<file path="src/rtl/time_display_scanner.sv">
// Samples the time fields once per frame, converts each to two BCD digits with a
// sequential shift-add-3 converter and scans the eight digits onto a 7-segment display.
module time_display_scanner #(
  parameter int DIGIT_CYCLES = 4,
  parameter bit ACTIVE_LOW   = 1'b1
) (
  input  logic       clockSignal,
  input  logic       startOrStop,
  input  logic [4:0] hoursIn,
  input  logic [5:0] minutesIn,
  input  logic [5:0] secondsIn,
  input  logic [6:0] centisIn,
  input  logic       ringIn,
  output logic [7:0] anodeSelect,
  output logic [6:0] segmentOut,
  output logic       decimalPoint,
  output logic       frameStart
);

  // state | meaning
  // IDLE  | nothing converted since reset; commit loads a blank buffer
  // CONV  | shifting the four fields, 7 cycles each, in order H, M, S, c
  // DONE  | results held until the next frame start commits them
  typedef enum logic [1:0] {IDLE, CONV, DONE} conv_state_t;

  localparam int SW = (DIGIT_CYCLES > 1) ? $clog2(DIGIT_CYCLES) : 1;
  localparam logic [3:0] BLANK = 4'hF;

  conv_state_t state_q, state_d;

  logic [2:0]    digit_idx;
  logic [SW-1:0] sub_cnt;
  logic          frame_start;
  logic          last_sub;

  logic [6:0]  min_q, sec_q, cen_q;
  logic [18:0] sr_q;
  logic [2:0]  bit_cnt;
  logic [1:0]  field_idx;
  logic [3:0]  res_q  [8];
  logic [3:0]  disp_q [8];
  logic        blink_q, frame_dark_q;

  logic [18:0] sr_adj, sr_shift;
  logic        sat;
  logic [3:0]  tens_d, ones_d;
  logic [6:0]  next_field;
  logic [3:0]  digit_now;
  logic        dark_now, lit;
  logic [7:0]  anode_d;
  logic [6:0]  seg_d;
  logic        dp_d;

  function automatic logic [6:0] seg_decode(input logic [3:0] v);
    logic [6:0] s;
    case (v)
      4'd0:    s = 7'h3F;
      4'd1:    s = 7'h06;
      4'd2:    s = 7'h5B;
      4'd3:    s = 7'h4F;
      4'd4:    s = 7'h66;
      4'd5:    s = 7'h6D;
      4'd6:    s = 7'h7D;
      4'd7:    s = 7'h07;
      4'd8:    s = 7'h7F;
      4'd9:    s = 7'h6F;
      default: s = 7'h00;
    endcase
    return s;
  endfunction

  assign frame_start = (digit_idx == 3'd7) && (sub_cnt == '0);
  assign last_sub    = (sub_cnt == SW'(DIGIT_CYCLES - 1));

  always_ff @(posedge clockSignal or posedge startOrStop) begin
    if (startOrStop) begin
      digit_idx <= 3'd7;
      sub_cnt   <= '0;
    end else if (last_sub) begin
      sub_cnt   <= '0;
      digit_idx <= digit_idx - 3'd1;
    end else begin
      sub_cnt   <= sub_cnt + SW'(1);
    end
  end

  always_ff @(posedge clockSignal or posedge startOrStop) begin
    if (startOrStop) state_q <= IDLE;
    else             state_q <= state_d;
  end

  always_comb begin
    state_d = state_q;
    if (frame_start) begin
      state_d = CONV;
    end else begin
      case (state_q)
        CONV:    if (field_idx == 2'd3 && bit_cnt == 3'd0) state_d = DONE;
        default: state_d = state_q;
      endcase
    end
  end

  // One add-3 adjust plus one shift per cycle; a hundreds digit means the field was >99.
  always_comb begin
    sr_adj = sr_q;
    for (int i = 0; i < 3; i++) begin
      if (sr_adj[7+4*i +: 4] >= 4'd5) sr_adj[7+4*i +: 4] = sr_adj[7+4*i +: 4] + 4'd3;
    end
    sr_shift = {sr_adj[17:0], 1'b0};
    sat      = (sr_shift[18:15] != 4'd0);
    tens_d   = sat ? 4'd9 : sr_shift[14:11];
    ones_d   = sat ? 4'd9 : sr_shift[10:7];
    case (field_idx)
      2'd0:    next_field = min_q;
      2'd1:    next_field = sec_q;
      default: next_field = cen_q;
    endcase
  end

  always_ff @(posedge clockSignal or posedge startOrStop) begin
    if (startOrStop) begin
      min_q     <= '0;
      sec_q     <= '0;
      cen_q     <= '0;
      sr_q      <= '0;
      bit_cnt   <= '0;
      field_idx <= '0;
      for (int i = 0; i < 8; i++) res_q[i] <= BLANK;
    end else if (frame_start) begin
      min_q     <= {1'b0, minutesIn};
      sec_q     <= {1'b0, secondsIn};
      cen_q     <= centisIn;
      sr_q      <= {14'd0, hoursIn};
      bit_cnt   <= 3'd6;
      field_idx <= 2'd0;
    end else if (state_q == CONV) begin
      if (bit_cnt == 3'd0) begin
        res_q[{~field_idx, 1'b1}] <= tens_d;
        res_q[{~field_idx, 1'b0}] <= ones_d;
        sr_q      <= {12'd0, next_field};
        bit_cnt   <= 3'd6;
        field_idx <= field_idx + 2'd1;
      end else begin
        sr_q    <= sr_shift;
        bit_cnt <= bit_cnt - 3'd1;
      end
    end
  end

  always_ff @(posedge clockSignal or posedge startOrStop) begin
    if (startOrStop) begin
      for (int i = 0; i < 8; i++) disp_q[i] <= BLANK;
      blink_q      <= 1'b0;
      frame_dark_q <= 1'b0;
    end else if (frame_start) begin
      for (int i = 0; i < 8; i++) disp_q[i] <= (state_q == DONE) ? res_q[i] : BLANK;
      blink_q      <= ringIn ? ~blink_q : 1'b0;
      frame_dark_q <= ringIn & blink_q;
    end
  end

  // The commit edge already drives the new frame's first digit, so bypass the buffer there.
  always_comb begin
    if (frame_start) begin
      digit_now = (state_q == DONE) ? res_q[digit_idx] : BLANK;
      dark_now  = ringIn & blink_q;
    end else begin
      digit_now = disp_q[digit_idx];
      dark_now  = frame_dark_q;
    end
    lit     = !dark_now && (digit_now != BLANK);
    anode_d = lit ? (8'd1 << digit_idx) : 8'd0;
    seg_d   = lit ? seg_decode(digit_now) : 7'd0;
    dp_d    = lit && (digit_idx == 3'd6 || digit_idx == 3'd4 || digit_idx == 3'd2);
  end

  always_ff @(posedge clockSignal or posedge startOrStop) begin
    if (startOrStop) begin
      anodeSelect  <= {8{ACTIVE_LOW}};
      segmentOut   <= {7{ACTIVE_LOW}};
      decimalPoint <= ACTIVE_LOW;
      frameStart   <= 1'b0;
    end else begin
      anodeSelect  <= anode_d ^ {8{ACTIVE_LOW}};
      segmentOut   <= seg_d ^ {7{ACTIVE_LOW}};
      decimalPoint <= dp_d ^ ACTIVE_LOW;
      frameStart   <= frame_start;
    end
  end

endmodule

</file>
<file path="config.mk">
export PLATFORM = sky130hd
export DESIGN_NAME = time_display_scanner
export DESIGN_NICKNAME = d
export VERILOG_FILES = /design/src/rtl/time_display_scanner.sv
export SDC_FILE = /design/constraint.sdc
export NUM_CORES = 1
export LEC_CHECK = 0
export ABC_AREA = 1
export CELL_PAD_IN_SITES_DETAIL_PLACEMENT = 1
export CELL_PAD_IN_SITES_GLOBAL_PLACEMENT = 1
export CORE_MARGIN = 1.5
export CORE_UTILIZATION = 41
export CTS_CLUSTER_SIZE = 8
export DETAILED_ROUTE_END_ITERATION = 8
export PLACE_DENSITY = 0.82
export SYNTH_ARGS = -nofsm -noshare
export SYNTH_HDL_FRONTEND = slang
export SYNTH_SLANG_ARGS = --single-unit
</file>
<file path="constraint.sdc">
create_clock -name clockSignal -period 4 [get_ports clockSignal]
set_clock_uncertainty 0.1 [all_clocks]
set_input_delay 0.6 -clock clockSignal [delete_from_list [all_inputs] [get_ports clockSignal]]
set_output_delay 0.6 -clock clockSignal [all_outputs]
set_load 0.005 [all_outputs]
</file>
==> run metrics <==
leading cell type in the layout, fill and taps excluded nand2_1; FP Rows 46; Non-Filler Instances around 1,000; Setup-failing EPs final 0; crit path DAT 3.21 ns; CP startpoint kind flop; Clk Latency, worst-skew pair 0.43 ns; vias 5,063; FF+latch count, synth 133; diode count 0; CTS tree built; Fin Setup TNS 0 ns; Seq/Total Area, Yosys 52.21%; number of max-cap violations 0; root cell of the clock tree clkbuf_16; Syn-to-layout area delta 17.15%; Initial Util 41.69%; Worst Path Max Fanout 30; CTS clk-pin slew, worst paths 0.06 ns; overall routed net length ~16,000 µm; ys async rst share 100.0%; CP endpoint kind flop; Mean Syn Cell Area 8.981 µm²; via/cell ratio 5.043; worst hold path class reg -> reg; Die Y 129.6 µm; YS warnings 0; unrepaired setup endpoints after global routing no; endpoints failing hold 0; distinct cell type count of the synthesized netlist 38; nets@finish 827; outcome finished, final reports clean; CTS buffer count 17; number of port buffers 43; fin crit period 2.970 ns; total power divided by cell area roughly 500 nW/µm²; routability cong. 0.8389; max-slew violations 0; post-route ant nets 0; core area 15,770 µm²; Mapped Nets 783; Synth Instances 732; WHS around 0.36 ns; Post-synth EDFFs 0; # H-tree levels 4; placed cell count 973; hold_buf cts 0; Slew @ Worst Pin 0.7775 ns; Die W approximately 130 µm; dominant synthesized flop cell dfstp_2; # Post-CTS Setup Buffers 0; number of DRC markers in iteration 0 ~180; leakage 0.003574 µW; Post-Syn Area 6574 µm²; DP HPWL 11,520 µm; Slew headroom 48.06%; gr ovfl total 0; upper clock frequency limit 336.7 MHz; commonest cells after routing, fill and taps aside 181 x nand2_1, 105 x inv_1, 83 x dfstp_2; layout cells sized above 1 approximately a fifth; Overall Global Routing Usage between 20% and 30%; first-pass GRT wire length 27,820 µm; drt first pass iters 4; Die ar. 16,800 µm²; VDD IR max approximately 0.00033 V; num ports 44; Residual DRC 0; clk sink count 133; vias in the first global route 5,606; Longest Clk Path Bufs 2; antenna violations before repair 0; pin count of the biggest net entering global routing 63; crit path kind reg -> reg; CTS resizes 0; DR WL/cell ~16 µm; period utilization 74.26%; Critical Path RT 4.24 ns
==> path summary, 6_finish.rpt <==
path                                     startpoint                 endpoint  slack [ns]  cells past startpoint
setup / recovery           digit_idx[1]$_DFFE_PP1P_  segmentOut[4]$_DFF_PP1_        1.03                     13
hold / removal                 sub_cnt[0]$_DFF_PP0_     sub_cnt[0]$_DFF_PP0_        0.36                      1
setup reg to reg           digit_idx[1]$_DFFE_PP1P_  segmentOut[4]$_DFF_PP1_        1.03                     13
hold reg to reg                sub_cnt[0]$_DFF_PP0_     sub_cnt[0]$_DFF_PP0_        0.36                      1
max in group asynchronous               startOrStop   disp_q[23]$_DFFE_PP1N_        2.26                      3
min in group asynchronous               startOrStop     sr_q[16]$_DFFE_PP0P_        0.56                      2
==> cell type report <==
cell class / instances / area [µm²]
multi-input combinational: 455 / 2526
fill: 1842 / 8069
tap: 216 / 270.3
clock buffer: 26 / 490.5
clock inverter: 5 / 25.02
inverter: 120 / 456.7
sequential: 133 / 3432
timing repair buffer: 49 / 500.5
==> power by group <==
group          switching (µW)  total [µW]  leakage (µW)  internal [µW]
clock network             557        1390      0.000257            835
logic                     348         623       0.00183            275
registers                88.2        1760       0.00149           1670
total                     993        3780       0.00357           2780
==> logic make-up (layout without fill, tap and decap cells) <==
kind of cell | after synthesis | after routing | share of synthesized area (%)
AO/OA/AOI/OAI | 145 | 145 | 12.87
adder cells (fa/ha/maj) | 24 | 24 | 4.568
flip-flops | 133 | 133 | 52.21
buffers and inverters | 144 | 200 | 9.364
XOR/XNOR | 5 | 5 | 0.6661
AND/OR/NAND/NOR | 281 | 281 | 20.33
==> layer usage <==
metal | vias up | wire length (µm) | GRT usage, %
met5 | - | 0 | 0
met4 | 0 | 216 | 7.255
met3 | 24 | 424 | 4.294
met2 | 77 | 8327 | 37.97
met1 | 2532 | 7211 | 25.92
li1 | 2430 | - | -
==> critical path: stages, from the launching register on <==
cell     delay (ns)
dfstp_2        0.75
ha_1           0.31
nand2_1        0.14
inv_2          0.10
nand2_4        0.23
nor2_4         0.17
nand2_1        0.06
nand3_1        0.16
inv_1          0.10
ha_1           0.22
nand4_2        0.13
nor2_4         0.06
nor2_8         0.22
nand3_1        0.13
==> per-stage QoR <==
step,instance area [µm²],util [%],total power [µW],worst slack (ns)
after floorplan,6578,-,2157,1.704
after global placement,7186,45.56,2356,1.249
after detailed placement,7186,45.56,2411,1.013
after CTS,7701,48.83,3813,0.9974
after global routing,7701,48.83,3978,0.7628
final,7701,48.83,3778,1.030
==> state kept, by name (all words and copies together), names as in the netlist <==
register / flops
blink_q: 1
sub_cnt: 2
disp_q: 32
frameStart: 1
cen_q: 7
sr_q: 19
anodeSelect: 8
frame_dark_q: 1
sec_q: 6
decimalPoint: 1
res_q: 32
field_idx: 2
digit_idx: 3
state_q: 2
min_q: 6
segmentOut: 7
bit_cnt: 3
==> cells in the mapped netlist, types with 2 or more instances <==
library cell | instances | area (µm²)
a2bb2oi_1 | 12 | 105.1
ha_1 | 24 | 300.3
xor2_1 | 5 | 43.79
nand2_1 | 181 | 679.4
dfstp_2 | 83 | 2181
buf_6 | 6 | 67.56
buf_2 | 7 | 35.03
inv_1 | 107 | 401.6
buf_4 | 2 | 15.01
nor2_4 | 2 | 22.52
nand3_2 | 11 | 110.1
o211ai_1 | 2 | 15.01
inv_2 | 12 | 45.04
nand3_1 | 43 | 215.2
o21ai_1 | 39 | 195.2
nand2_2 | 4 | 25.02
a22oi_1 | 12 | 90.09
o21ai_0 | 55 | 275.3
nor2_8 | 6 | 120.1
nand4_1 | 3 | 18.77
dfrtp_1 | 50 | 1251
nor2_1 | 26 | 97.59
o22ai_1 | 10 | 62.56
nand2_4 | 2 | 22.52
clkbuf_1 | 8 | 30.03
a21oi_1 | 8 | 40.04
Note: power is estimated with default switching activity, not from simulation.
